===== src/rtl/Structures.sv =====
// Shared type definitions for the UART packet path: the arbiter byte stream
// and the transmitter state encoding.
package Structures;

    typedef struct packed {
        logic [7:0] Data;
        logic       Valid;
        logic       SoP;
        logic       EoP;
    } UART_PACKET;

    typedef enum logic [2:0] {
        IDLE,
        START,
        DATA,
        STOP,
        GAP
    } UART_TX_STATE;

    // Nearest-integer clock cycles per bit-time.
    function automatic int calcBaudDiv(input int clockFrequency, input int baudRate);
        return (clockFrequency + baudRate / 2) / baudRate;
    endfunction

endpackage


===== src/rtl/uart_baud_gen.sv =====
// Bit-time divider: counts 0..BAUD_DIV-1 and strobes opBitEnd on the terminal count.
// ipRestart reloads the count so every bit period starts with a fresh phase.
module uart_baud_gen #(
    parameter int BAUD_DIV = 434
) (
    input  logic ipClk,
    input  logic ipReset,
    input  logic ipRestart,
    output logic opBitEnd
);

    localparam int CNT_W = (BAUD_DIV > 1) ? $clog2(BAUD_DIV) : 1;
    localparam logic [CNT_W-1:0] LAST = CNT_W'(BAUD_DIV - 1);

    logic [CNT_W-1:0] divCnt;

    always_ff @(posedge ipClk or negedge ipReset) begin
        if (!ipReset) begin
            divCnt <= '0;
        end else if (ipRestart || (divCnt == LAST)) begin
            divCnt <= '0;
        end else begin
            divCnt <= divCnt + CNT_W'(1);
        end
    end

    assign opBitEnd = (divCnt == LAST);

endmodule


===== src/rtl/uart_packet_tx.sv =====
// 8N1 UART transmitter fed by the packet arbiter over Valid/Ready; inserts an
// optional idle gap after end-of-packet bytes. All outputs are registered.
module uart_packet_tx
    import Structures::*;
#(
    parameter int CLOCK_FREQUENCY = 50_000_000,
    parameter int BAUD_RATE       = 115200,
    parameter int STOP_BITS       = 1,
    parameter int EOP_GAP_BITS    = 0
) (
    input  logic       ipClk,
    input  logic       ipReset,
    input  UART_PACKET ipTxStream,
    output logic       opTxReady,
    output logic       opTx,
    output logic       opBusy
);

    localparam int BAUD_DIV = calcBaudDiv(CLOCK_FREQUENCY, BAUD_RATE);
    localparam logic [3:0] STOP_LAST = 4'(STOP_BITS - 1);
    localparam logic [3:0] GAP_LAST  = 4'(EOP_GAP_BITS - 1);

    if (BAUD_DIV < 2) begin : gBadBaudDiv
        $error("uart_packet_tx: BAUD_DIV must be at least 2");
    end
    if ((STOP_BITS != 1) && (STOP_BITS != 2)) begin : gBadStopBits
        $error("uart_packet_tx: STOP_BITS must be 1 or 2");
    end
    if ((EOP_GAP_BITS < 0) || (EOP_GAP_BITS > 15)) begin : gBadGapBits
        $error("uart_packet_tx: EOP_GAP_BITS must be 0..15");
    end

    UART_TX_STATE state, stateNext;
    logic [3:0]   bitCnt, bitCntNext;
    logic [7:0]   shiftData, shiftNext;
    logic         eopLatched, eopNext;
    logic         txNext, readyNext, busyNext;
    logic         bitEnd, baudRestart;
    logic [2:0]   nextIdx;
    logic         unusedSoP;

    // Start-of-packet carries no timing meaning for the line.
    assign unusedSoP = ipTxStream.SoP;

    // Divider is held in IDLE and reloaded on every state change.
    assign baudRestart = (state == IDLE) || (stateNext != state);

    uart_baud_gen #(
        .BAUD_DIV(BAUD_DIV)
    ) uBaudGen (
        .ipClk    (ipClk),
        .ipReset  (ipReset),
        .ipRestart(baudRestart),
        .opBitEnd (bitEnd)
    );

    assign nextIdx = bitCnt[2:0] + 3'd1;

    always_comb begin
        stateNext  = state;
        bitCntNext = bitCnt;
        shiftNext  = shiftData;
        eopNext    = eopLatched;
        txNext     = opTx;
        readyNext  = opTxReady;
        busyNext   = opBusy;

        case (state)
            IDLE: begin
                txNext    = 1'b1;
                readyNext = 1'b1;
                busyNext  = 1'b0;
                if (opTxReady && ipTxStream.Valid) begin
                    shiftNext  = ipTxStream.Data;
                    eopNext    = ipTxStream.EoP;
                    stateNext  = START;
                    bitCntNext = '0;
                    txNext     = 1'b0;
                    readyNext  = 1'b0;
                    busyNext   = 1'b1;
                end
            end
            START: begin
                if (bitEnd) begin
                    stateNext  = DATA;
                    bitCntNext = '0;
                    txNext     = shiftData[0];
                end
            end
            DATA: begin
                if (bitEnd) begin
                    if (bitCnt[2:0] == 3'd7) begin
                        stateNext  = STOP;
                        bitCntNext = '0;
                        txNext     = 1'b1;
                    end else begin
                        bitCntNext = bitCnt + 4'd1;
                        txNext     = shiftData[nextIdx];
                    end
                end
            end
            STOP: begin
                if (bitEnd) begin
                    if (bitCnt == STOP_LAST) begin
                        bitCntNext = '0;
                        txNext     = 1'b1;
                        if (eopLatched && (EOP_GAP_BITS > 0)) begin
                            stateNext = GAP;
                        end else begin
                            stateNext = IDLE;
                            readyNext = 1'b1;
                            busyNext  = 1'b0;
                        end
                    end else begin
                        bitCntNext = bitCnt + 4'd1;
                    end
                end
            end
            GAP: begin
                if (bitEnd) begin
                    if (bitCnt == GAP_LAST) begin
                        stateNext  = IDLE;
                        bitCntNext = '0;
                        readyNext  = 1'b1;
                        busyNext   = 1'b0;
                    end else begin
                        bitCntNext = bitCnt + 4'd1;
                    end
                end
            end
            default: begin
                stateNext  = IDLE;
                bitCntNext = '0;
                txNext     = 1'b1;
                readyNext  = 1'b0;
                busyNext   = 1'b0;
            end
        endcase
    end

    always_ff @(posedge ipClk or negedge ipReset) begin
        if (!ipReset) begin
            state      <= IDLE;
            bitCnt     <= '0;
            eopLatched <= 1'b0;
            opTx       <= 1'b1;
            opTxReady  <= 1'b0;
            opBusy     <= 1'b0;
        end else begin
            state      <= stateNext;
            bitCnt     <= bitCntNext;
            eopLatched <= eopNext;
            opTx       <= txNext;
            opTxReady  <= readyNext;
            opBusy     <= busyNext;
        end
    end

    always_ff @(posedge ipClk) begin
        shiftData <= shiftNext;
    end

endmodule


===== config.mk =====
export PLATFORM = sky130hd
export DESIGN_NAME = uart_packet_tx
export DESIGN_NICKNAME = d
export VERILOG_FILES = /design/src/rtl/Structures.sv /design/src/rtl/uart_baud_gen.sv /design/src/rtl/uart_packet_tx.sv
export SDC_FILE = /design/constraint.sdc
export NUM_CORES = 1
export LEC_CHECK = 0
export CORE_MARGIN = 3
export CORE_UTILIZATION = 40
export CTS_CLUSTER_DIAMETER = 150
export DETAILED_ROUTE_END_ITERATION = 10
export GPL_TIMING_DRIVEN = 0
export PLACE_DENSITY = 0.63
export SETUP_SLACK_MARGIN = 0.05
export SYNTH_ARGS = -nofsm -noshare
export SYNTH_HDL_FRONTEND = slang
export SYNTH_HIERARCHICAL = 1
export SYNTH_SLANG_ARGS = --single-unit

===== constraint.sdc =====
create_clock -name ipClk -period 3.8 [get_ports ipClk]
set_clock_uncertainty 0.15 [all_clocks]
set_input_delay 0.38 -clock ipClk [delete_from_list [all_inputs] [get_ports ipClk]]
set_output_delay 0.38 -clock ipClk [all_outputs]
set_load 0.03 [all_outputs]

==> results of run 1 <==
-- power by group through the flow --
stage	sequential, mW	combinational [mW]	clock, mW
2_1_floorplan	0.305	0.0000243	0
4_1_cts	0.299	0.0146	0.167
5_1_grt	0.299	0.0157	0.180
3_3_place_gp	0.305	0.0141	0
3_5_place_dp	0.305	0.0145	0
6_report	0.299	0.0142	0.162
-- per-stage QoR --
stage / cells / util (%)
6_report: 201 / 49.8
5_1_grt: 201 / 49.8
4_1_cts: 201 / 49.8
3_5_place_dp: 197 / 48.5
3_3_place_gp: 197 / 48.5
2_1_floorplan: 138 / -
-- layout make-up --
| cell class | count | area (sq um) | share of cell area, % |
|---|---|---|---|
| flip-flops and latches | 27 | 717 | 41.8 |
| multi-input cells | 96 | 699 | 40.8 |
| repair buffers | 13 | 130 | 7.59 |
| well taps | 46 | 57.6 | 3.36 |
| clock buffers | 3 | 41.3 | 2.41 |
| inverters | 10 | 37.5 | 2.19 |
| plain buffers | 5 | 26.3 | 1.53 |
| clock inverters | 1 | 5.00 | 0.292 |
-- state kept, by name, indices dropped and copies added (netlist names) --
register,count
uBaudGen/divCnt,9
opTxReady,1
bitCnt,4
shiftData,8
opBusy,1
state,3
opTx,1
-- cell usage after synthesis (2+ instances only) --
master	number	area share (%)
sky130_fd_sc_hd__ha_1	5	4.2
sky130_fd_sc_hd__nand3_1	6	2.0
sky130_fd_sc_hd__inv_1	10	2.5
sky130_fd_sc_hd__nand2_1	10	2.5
sky130_fd_sc_hd__edfxtp_1	8	16
sky130_fd_sc_hd__a31oi_1	4	1.7
sky130_fd_sc_hd__xnor2_1	2	1.2
sky130_fd_sc_hd__or4_1	2	1.0
sky130_fd_sc_hd__dfrtp_1	18	30
sky130_fd_sc_hd__nor3b_1	2	1.0
sky130_fd_sc_hd__mux4_2	2	3.0
sky130_fd_sc_hd__nor2_1	7	1.8
sky130_fd_sc_hd__or3_1	4	1.7
sky130_fd_sc_hd__xor2_1	3	1.8
sky130_fd_sc_hd__buf_2	3	1.0
sky130_fd_sc_hd__o221ai_1	2	1.2
sky130_fd_sc_hd__o21ai_0	11	3.7
sky130_fd_sc_hd__or3b_1	2	1.2
sky130_fd_sc_hd__a21oi_1	4	1.4
sky130_fd_sc_hd__o211ai_1	3	1.5
sky130_fd_sc_hd__nand2b_1	3	1.3
sky130_fd_sc_hd__nor3_1	3	1.0
-- critical path, cell delays in order, from the launching register on --
cell,delay [ns]
sky130_fd_sc_hd__dfrtp_1,0.46
sky130_fd_sc_hd__or3_4,0.44
sky130_fd_sc_hd__nor3_1,0.34
sky130_fd_sc_hd__clkbuf_1,0.37
sky130_fd_sc_hd__o221ai_1,0.20
sky130_fd_sc_hd__nand3_1,0.14
sky130_fd_sc_hd__nand2b_1,0.21
sky130_fd_sc_hd__inv_1,0.10
sky130_fd_sc_hd__o31ai_4,0.09
sky130_fd_sc_hd__nor2_1,0.09
-- cell families (layout without fill, tap and decap cells) --
| kind of cell | count (synthesis) | after routing | synth area share [%] |
|---|---|---|---|
| xor gates and xnor gates | 5 | 5 | 2.96 |
| adders and majority gates | 5 | 5 | 4.23 |
| DFF | 27 | 27 | 48.4 |
| buffers and inverters | 15 | 32 | 4.31 |
| muxes | 4 | 4 | 4.82 |
| and+or+nand+nor | 48 | 48 | 18.6 |
| AOI/OAI and AO/OA | 34 | 34 | 16.7 |
-- layer usage --
metal / vias to the layer above / track usage, %
met5: - / 0
met4: 0 / 5.58
met3: 2 / 3.20
met2: 20 / 22.9
met1: 549 / 18.6
li1: 542 / -
-- worst paths after layout --
check                      slack, ns  depth (start not counted)                from            endpoint
setup / recovery                1.11                          9  uBaudGen/divCnt[2]  uBaudGen/divCnt[4]
hold / removal                  0.38                          1  uBaudGen/divCnt[0]  uBaudGen/divCnt[0]
setup reg to reg                1.11                          9  uBaudGen/divCnt[2]  uBaudGen/divCnt[4]
hold reg to reg                 0.38                          1  uBaudGen/divCnt[0]  uBaudGen/divCnt[0]
max in group asynchronous       2.52                          1             ipReset           bitCnt[1]
min in group asynchronous       0.45                          1             ipReset            state[2]
==> impl.org, run 1 <==
** STA
- Number of setup violations in the final report :: 0
- Max-slew violation count :: 0
- Post-route worst hold slack :: about 0.38 ns
- Setup repair after global routing left no endpoint under its margin.
- After layout, the worst path uses roughly 71% of the clock period.
- Worst setup margin :: 1.11 ns
- For the final routed database, the setup TNS stands at 0 ns.
- The number of failing hold endpoints at the final stage is 0.
- Minimum period implied by the final worst setup slack :: around 2.7 ns
- Highest clock rate :: 371 MHz
- In this run the tightest slew margin relative to its limit is between 40% and 50%.
- Worst-Margin Slew :: a little under 0.9 ns

** Pwr
- For this design the ratio of total power to cell area is 277 nW/um^2.
- Per report_power, the combinational group accounts for under 10% of the total.
- For this design the static power due to leakage is around 0.66 nW.
- The share of total power dissipated in the clock network is about a third.
- P_sw :: between 90 and 100 uW
- Across the VDD grid, the largest voltage drop is between 150 and 200 uV.
- The internal power of the cells totals 381 uW.
- Summing internal, switching and leakage power gives 476 uW.
- In this run switching power makes up 19.8% of total power.
- Part of the total power dissipated in sequential elements :: 62.9%

** Clocking
- In this run the deepest clock path goes through 2 buffers.
- The number of hold buffers added after CTS was 0.
- After clock tree synthesis, the clock-pin slew on the worst setup and hold paths is roughly 0.09 ns.
- TritonCTS built the clock tree.
- For this design, the sink count on the clock tree is 27.
- Count of cells resized by post-cts repair :: 0
- Counting the buffers created by CTS gives 3.
- In this run the clock root is driven by a sky130_fd_sc_hd__clkbuf_8.
- CTS built an H-tree with a depth of 1.
- Skew-Pair Late Insertion Delay :: about 0.27 ns
- Buffers added to address setup during post-CTS repair amount to 0.

** Route
- Wire per inst :: between 10 and 15 um
- The detailed router finished its first iteration with 96 violations.
- Drt total wl :: about 2.8 mm
- Wire length on met2 :: approximately 1.4 mm
- Detailed-route via count :: roughly 1100
- Number of vias per cell after detailed routing :: 5.54
- In this run the remaining antenna-violating nets after routing total 0.
- In this run the top signal layer used is met4.
- Total routed wire length on the met1 layer :: roughly 1.3 mm
- DRC :: 0
- Detailed-routed wire length on met3 :: roughly 100 um
- The first detailed-routing pass ran for 4 iterations.

** Floorplan
- Row generation in the floorplan step produced 21 rows.
- Die height :: about 67 um
- Area inside the core boundary :: about 3400 sq um
- The die covers between 4000 and 5000 sq um.
- From left edge to right edge, the die measures 66.8 um.
- Effective utilization at floorplan :: 43.0%
- I/O Pins :: 16

** Place
- Timing analysis after detailed placement gives a worst setup slack of around 1.1 ns.
- At the end of routability-driven placement, the weighted congestion stood at between 0.8 and 0.9.
- After detailed placement, the total cell area comes to approximately 1700 sq um.
- Hpwl dp :: ~2.1 mm
- Input and output buffers added on the ports amount to 13.

** Flow run
- Number of max-capacitance violations reported :: 0

** Global route
- First-pass GRT wire length :: between 4 and 5 mm
- Entering global routing, the biggest net connects 20 pins.
- The number of antenna violations at the first check in global routing came to 0.
- Via count of the first global-routing pass :: between 1000 and 1500
- Total grt overflow :: 0
- Global routing used approximately 14% of the available tracks.

** Finish
- After the last flow step, the layout net total stands at 174.
- Layout fillers :: 336
- Final cell area excluding filler cells :: ~1700 sq um
- Share of layout cells above drive strength 1 :: between 10% and 20%
- Layout Area Growth over Synthesis :: 15.8%
- Leaving out fill and tap cells, the most frequent cell in the layout is sky130_fd_sc_hd__dfrtp_1.
- In the layout the commonest cells are sky130_fd_sc_hd__dfrtp_1, sky130_fd_sc_hd__clkdlybuf4s50_1, sky130_fd_sc_hd__o21ai_0, sky130_fd_sc_hd__inv_1, sky130_fd_sc_hd__nand2_1.
- Number of antenna diodes :: 0

** Synth
- The Yosys step of the flow raised 6 warnings.
- In this run the mean area of a mapped cell was 10.7 sq um.
- Main flop type after synthesis :: sky130_fd_sc_hd__dfrtp_1
- Yosys mapped a number of flops with a built-in enable equal to 8.
- Of all flip-flops after synthesis, the portion carrying an async set or reset was between 70% and 80%.
- Synthesis instantiated 46 different standard cells from the library.
- Yosys reg bits :: 27
- Counting every net in the synthesized netlist gives 156.
- Cell area after technology mapping :: roughly 1500 sq um
- Cells after synthesis :: roughly 140
- The share of the Yosys chip area taken by registers is between 40% and 50%.

** Setup path
- The worst setup path is captured at a flop.
- Critical path data required time :: ~3.8 ns
- At the worst endpoint, the arrival time is 2.70 ns.
- Critical path peak fanout :: 10
- Crit path kind :: reg2reg
- Worst setup SP type :: flop

** Worst hold path
- Classification of the worst-slack hold path :: reg2reg

** Outcome
- The flow ran to the end, and the final reports show no timing, DRC or antenna violations.
(Power assumes the default switching activity.)
==> run 2: changes to the inputs <==
==> constraint.sdc (replaced) <==
create_clock -name ipClk -period 2.6 [get_ports ipClk]
set_clock_uncertainty 0.15 [all_clocks]
set_input_delay 0.26 -clock ipClk [delete_from_list [all_inputs] [get_ports ipClk]]
set_output_delay 0.26 -clock ipClk [all_outputs]
set_load 0.03 [all_outputs]
==> run 2 against run 1 <==
  * Critical path depth is 2 higher
  * Fmax is 15% higher
  * Sequential share of layout area is 0.36 points lower
  * Clock power is 46% higher
  * Non-clock buffer count stayed put
  * Via count hardly changed
  * Final area is 0.88% higher
  * Critical path type unchanged
  * Global-route usage stayed put
  * Clock-buffer cell count stayed put
  * Core utilization is 0.44 points higher
  * Sequential power is 46% higher
  * Final cell count stayed put
==> impl.org, run 2 (synthesis results as in run 1) <==
** Floorplan
- The total area inside the core boundary comes to 3440 sq um.
- I/O Pins :: 16
- Number of standard-cell rows in the floorplan :: 21
- Die height :: ~67 um
- Die area :: roughly 4500 sq um
- Die width :: 66.8 um
- Effective utilization at floorplan :: a little over two fifths

** Setup path
- By startpoint and endpoint, the worst setup path is classified as reg2reg.
- Slowest-stage cell, CP :: sky130_fd_sc_hd__dfrtp_1
- Traced cell by cell, the critical path runs through inv_1 -> ha_1 -> nand2_1 -> nor3_4 -> clkbuf_4 -> o221ai_1 -> nand3_1 -> nand2b_1 -> inv_1 -> o31ai_4 -> nor2_1.
- In this run the worst path has a maximum fanout of 10.
- STA classifies the critical path endpoint as a flop.
- Most prevalent standard cell on the critical path :: sky130_fd_sc_hd__inv_1
- At the worst endpoint, the arrival time is roughly 2.4 ns.
- Worst setup SP type :: flop
- Slowest Stage Delay on Critical Path :: between 0.4 and 0.5 ns
- R2R depth :: 11
- Data on the critical path is required at its endpoint by 2.60 ns.

** STA
- Setup total negative slack on the finished layout was measured at 0 ns.
- For the pin with the worst max-slew slack, the measured transition is around 0.87 ns.
- Highest clock rate :: between 400 and 500 MHz
- Relative slew slack :: approximately two fifths
- Setup violations remaining at the end of the flow were counted as 0.
- Counting I/O delays and the setup requirement, the final critical path takes approximately 2.3 ns.
- The number of failing hold endpoints at the final stage was 0.
- The max-slew violation total from the final report came to 0.
- Setup repair after global routing left no endpoint under its margin.
- Of the available clock period, the critical path in the final layout requires roughly nine tenths.

** Global route
- The via count of the first global-routing pass is about 1100.
- GRT Resource Usage Total :: approximately 14%
- Global routing finished with a remaining overflow of 0.
- The first global-routing pass estimated between 4 and 5 mm of wire.
- Pin count of the biggest net entering global routing :: 20
- Antenna violations before repair :: 0

** Clocking
- Once the clock tree was built, the resizer swapped 2 gates to a different size.
- CTS Hold Bufs :: 0
- H-tree Lvls :: 1
- Clock-pin slew was measured on the worst setup and hold paths at ~0.090 ns.
- CTS tree :: done
- TritonCTS buffer count :: 3
- The root buffer cell chosen for the clock tree is sky130_fd_sc_hd__clkbuf_8.
- In this run the deepest clock path goes through 2 buffers.
- Total clock sinks :: 27
- Clock latency on the worst-skew pair, taken at its later pin, is around 0.27 ns.
- Post-CTS setup buffer count :: 0

** Pwr
- The worst-case IR drop observed on VDD is around 230 uV.
- Power density over cell area :: 401 nW/um^2
- The design draws between 600 and 700 uW.
- Pleak :: 0.670 nW

** Route
- Summing over every cut layer, the via total after detailed routing is about 1100.
- The count of nets left with antenna violations once routing finished came out at 0.
- The first routing iteration left between 100 and 150 violations.
- After detailed routing, the number of remaining DRC violations is 0.
- Wire per inst :: about 14 um
- The pre-antenna-repair detailed-routing pass consisted of 4 iterations.
- After detailed routing, the number of vias per cell comes to around 5.5.
- Wires add up to about 2.8 mm.

** Finish
- The net count of the finished layout is 174.
- With fillers left out, the area of the finished cells amounts to between 1500 and 2000 sq um.
- In the final layout, the share of cells above drive strength 1 is a little over an eighth.
- The largest registers in the layout are uBaudGen/divCnt (9), shiftData (8), bitCnt (4).
- Number of antenna diodes :: 0
- In the layout the commonest cells are sky130_fd_sc_hd__dfrtp_1, sky130_fd_sc_hd__clkdlybuf4s50_1, sky130_fd_sc_hd__o21ai_0, sky130_fd_sc_hd__inv_1, sky130_fd_sc_hd__nand2_1.
- Final Instance Count excl. Fillers :: about 200
- The register with the most flip-flops in the layout has 9 of them.
- uBaudGen/divCnt holds more flip-flops than any other register.
- Fin util :: between 50% and 60%
- Compared with the post-synthesis result, the final layout area differs by 16.8%.
- Most common library cell in the layout ignoring fill and taps :: sky130_fd_sc_hd__dfrtp_1

** Place
- In this run the cell area measured after placement is between 1500 and 2000 sq um.
- After legalization and detailed placement, the total HPWL measured 2.10 mm.
- Number of placed cells counting well taps :: between 150 and 200
- In this run the tool buffered the top-level ports with 13 buffer cells.
- Final RePlAce weighted congestion :: around 0.9

** Outcome
- The run finished with clean final reports.

** Worst hold path
- In this run the worst hold path is classified as in2async.

** Flow run
- Number of max-capacitance violations reported :: 0
run 2: cell counts in the layout (fill, tap and decap cells not counted):
Identical to the previous run, type by type.
run 2: through the flow:
stage          worst slack (ns)  hold WS [ns]
2_1_floorplan             0.279        -0.186
3_3_place_gp             -0.102         0.363
5_1_grt                  0.0521         0.366
3_5_place_dp            -0.0769         0.375
4_1_cts                   0.175         0.360
6_report                  0.256         0.327
run 2: path summary, 6_finish.rpt:
check	from	endpoint	slack [ns]
max	uBaudGen/divCnt[1]	uBaudGen/divCnt[4]	0.26
min	ipReset	state[2]	0.33
max reg2reg	uBaudGen/divCnt[1]	uBaudGen/divCnt[4]	0.26
min reg2reg	uBaudGen/divCnt[0]	uBaudGen/divCnt[0]	0.38
max in group asynchronous	ipReset	bitCnt[1]	1.44
min in group ipClk	uBaudGen/divCnt[0]	uBaudGen/divCnt[0]	0.38
run 2: area by class of cell:
type	count	area, sq um
tap	46	57.6
clock buffer	3	41.3
sequential	27	717
clock inverter	1	5.00
inverter	10	37.5
buffer	5	30.0
multi-input combinational	96	711
timing repair buffer	13	130
fill	334	1710
run 2: critical path: cells and delay by family (launching register included):
kind	cells	cell delay [ns]
simple gates	5	0.89
flops	1	0.43
buf+inv	3	0.41
compound gates	2	0.21
fa+ha+maj	1	0.15
run 2: where the power goes:
group / internal, mW / total (mW) / switching [mW]
Sequential: 0.437 / 0.437 / 0
Clock: 0.107 / 0.236 / 0.129
Combinational: 0.0130 / 0.0207 / 0.00771
run 2: per-layer routing:
| layer | up-vias | global-route usage [%] | wire length [um] |
|---|---|---|---|
| li1 | 541 | - | - |
| met1 | 555 | 18.7 | 1300 |
| met2 | 16 | 22.8 | 1370 |
| met3 | 2 | 3.20 | 93 |
| met4 | 0 | 5.58 | 17 |
| met5 | - | 0 | 0 |
==> run 3: changes to the inputs <==
--- a/config.mk
+++ b/config.mk
@@ -10,6 +10,7 @@
 export CTS_CLUSTER_DIAMETER = 150
 export DETAILED_ROUTE_END_ITERATION = 10
 export GPL_TIMING_DRIVEN = 0
+export HOLD_SLACK_MARGIN = 0.12
 export PLACE_DENSITY = 0.63
 export SETUP_SLACK_MARGIN = 0.05
 export SYNTH_ARGS = -nofsm -noshare
==> constraint.sdc (replaced) <==
create_clock -name ipClk -period 2.6 [get_ports ipClk]
set_clock_uncertainty 0.15 [all_clocks]
set_input_delay 0.52 -clock ipClk [delete_from_list [all_inputs] [get_ports ipClk]]
set_output_delay 0.52 -clock ipClk [all_outputs]
set_load 0.03 [all_outputs]
==> results of run 3 <==
The final DEF is identical to that of run 2. Status: complete, no violations.
Main changes from that run: hold slack 0.327 ns -> 0.380 ns
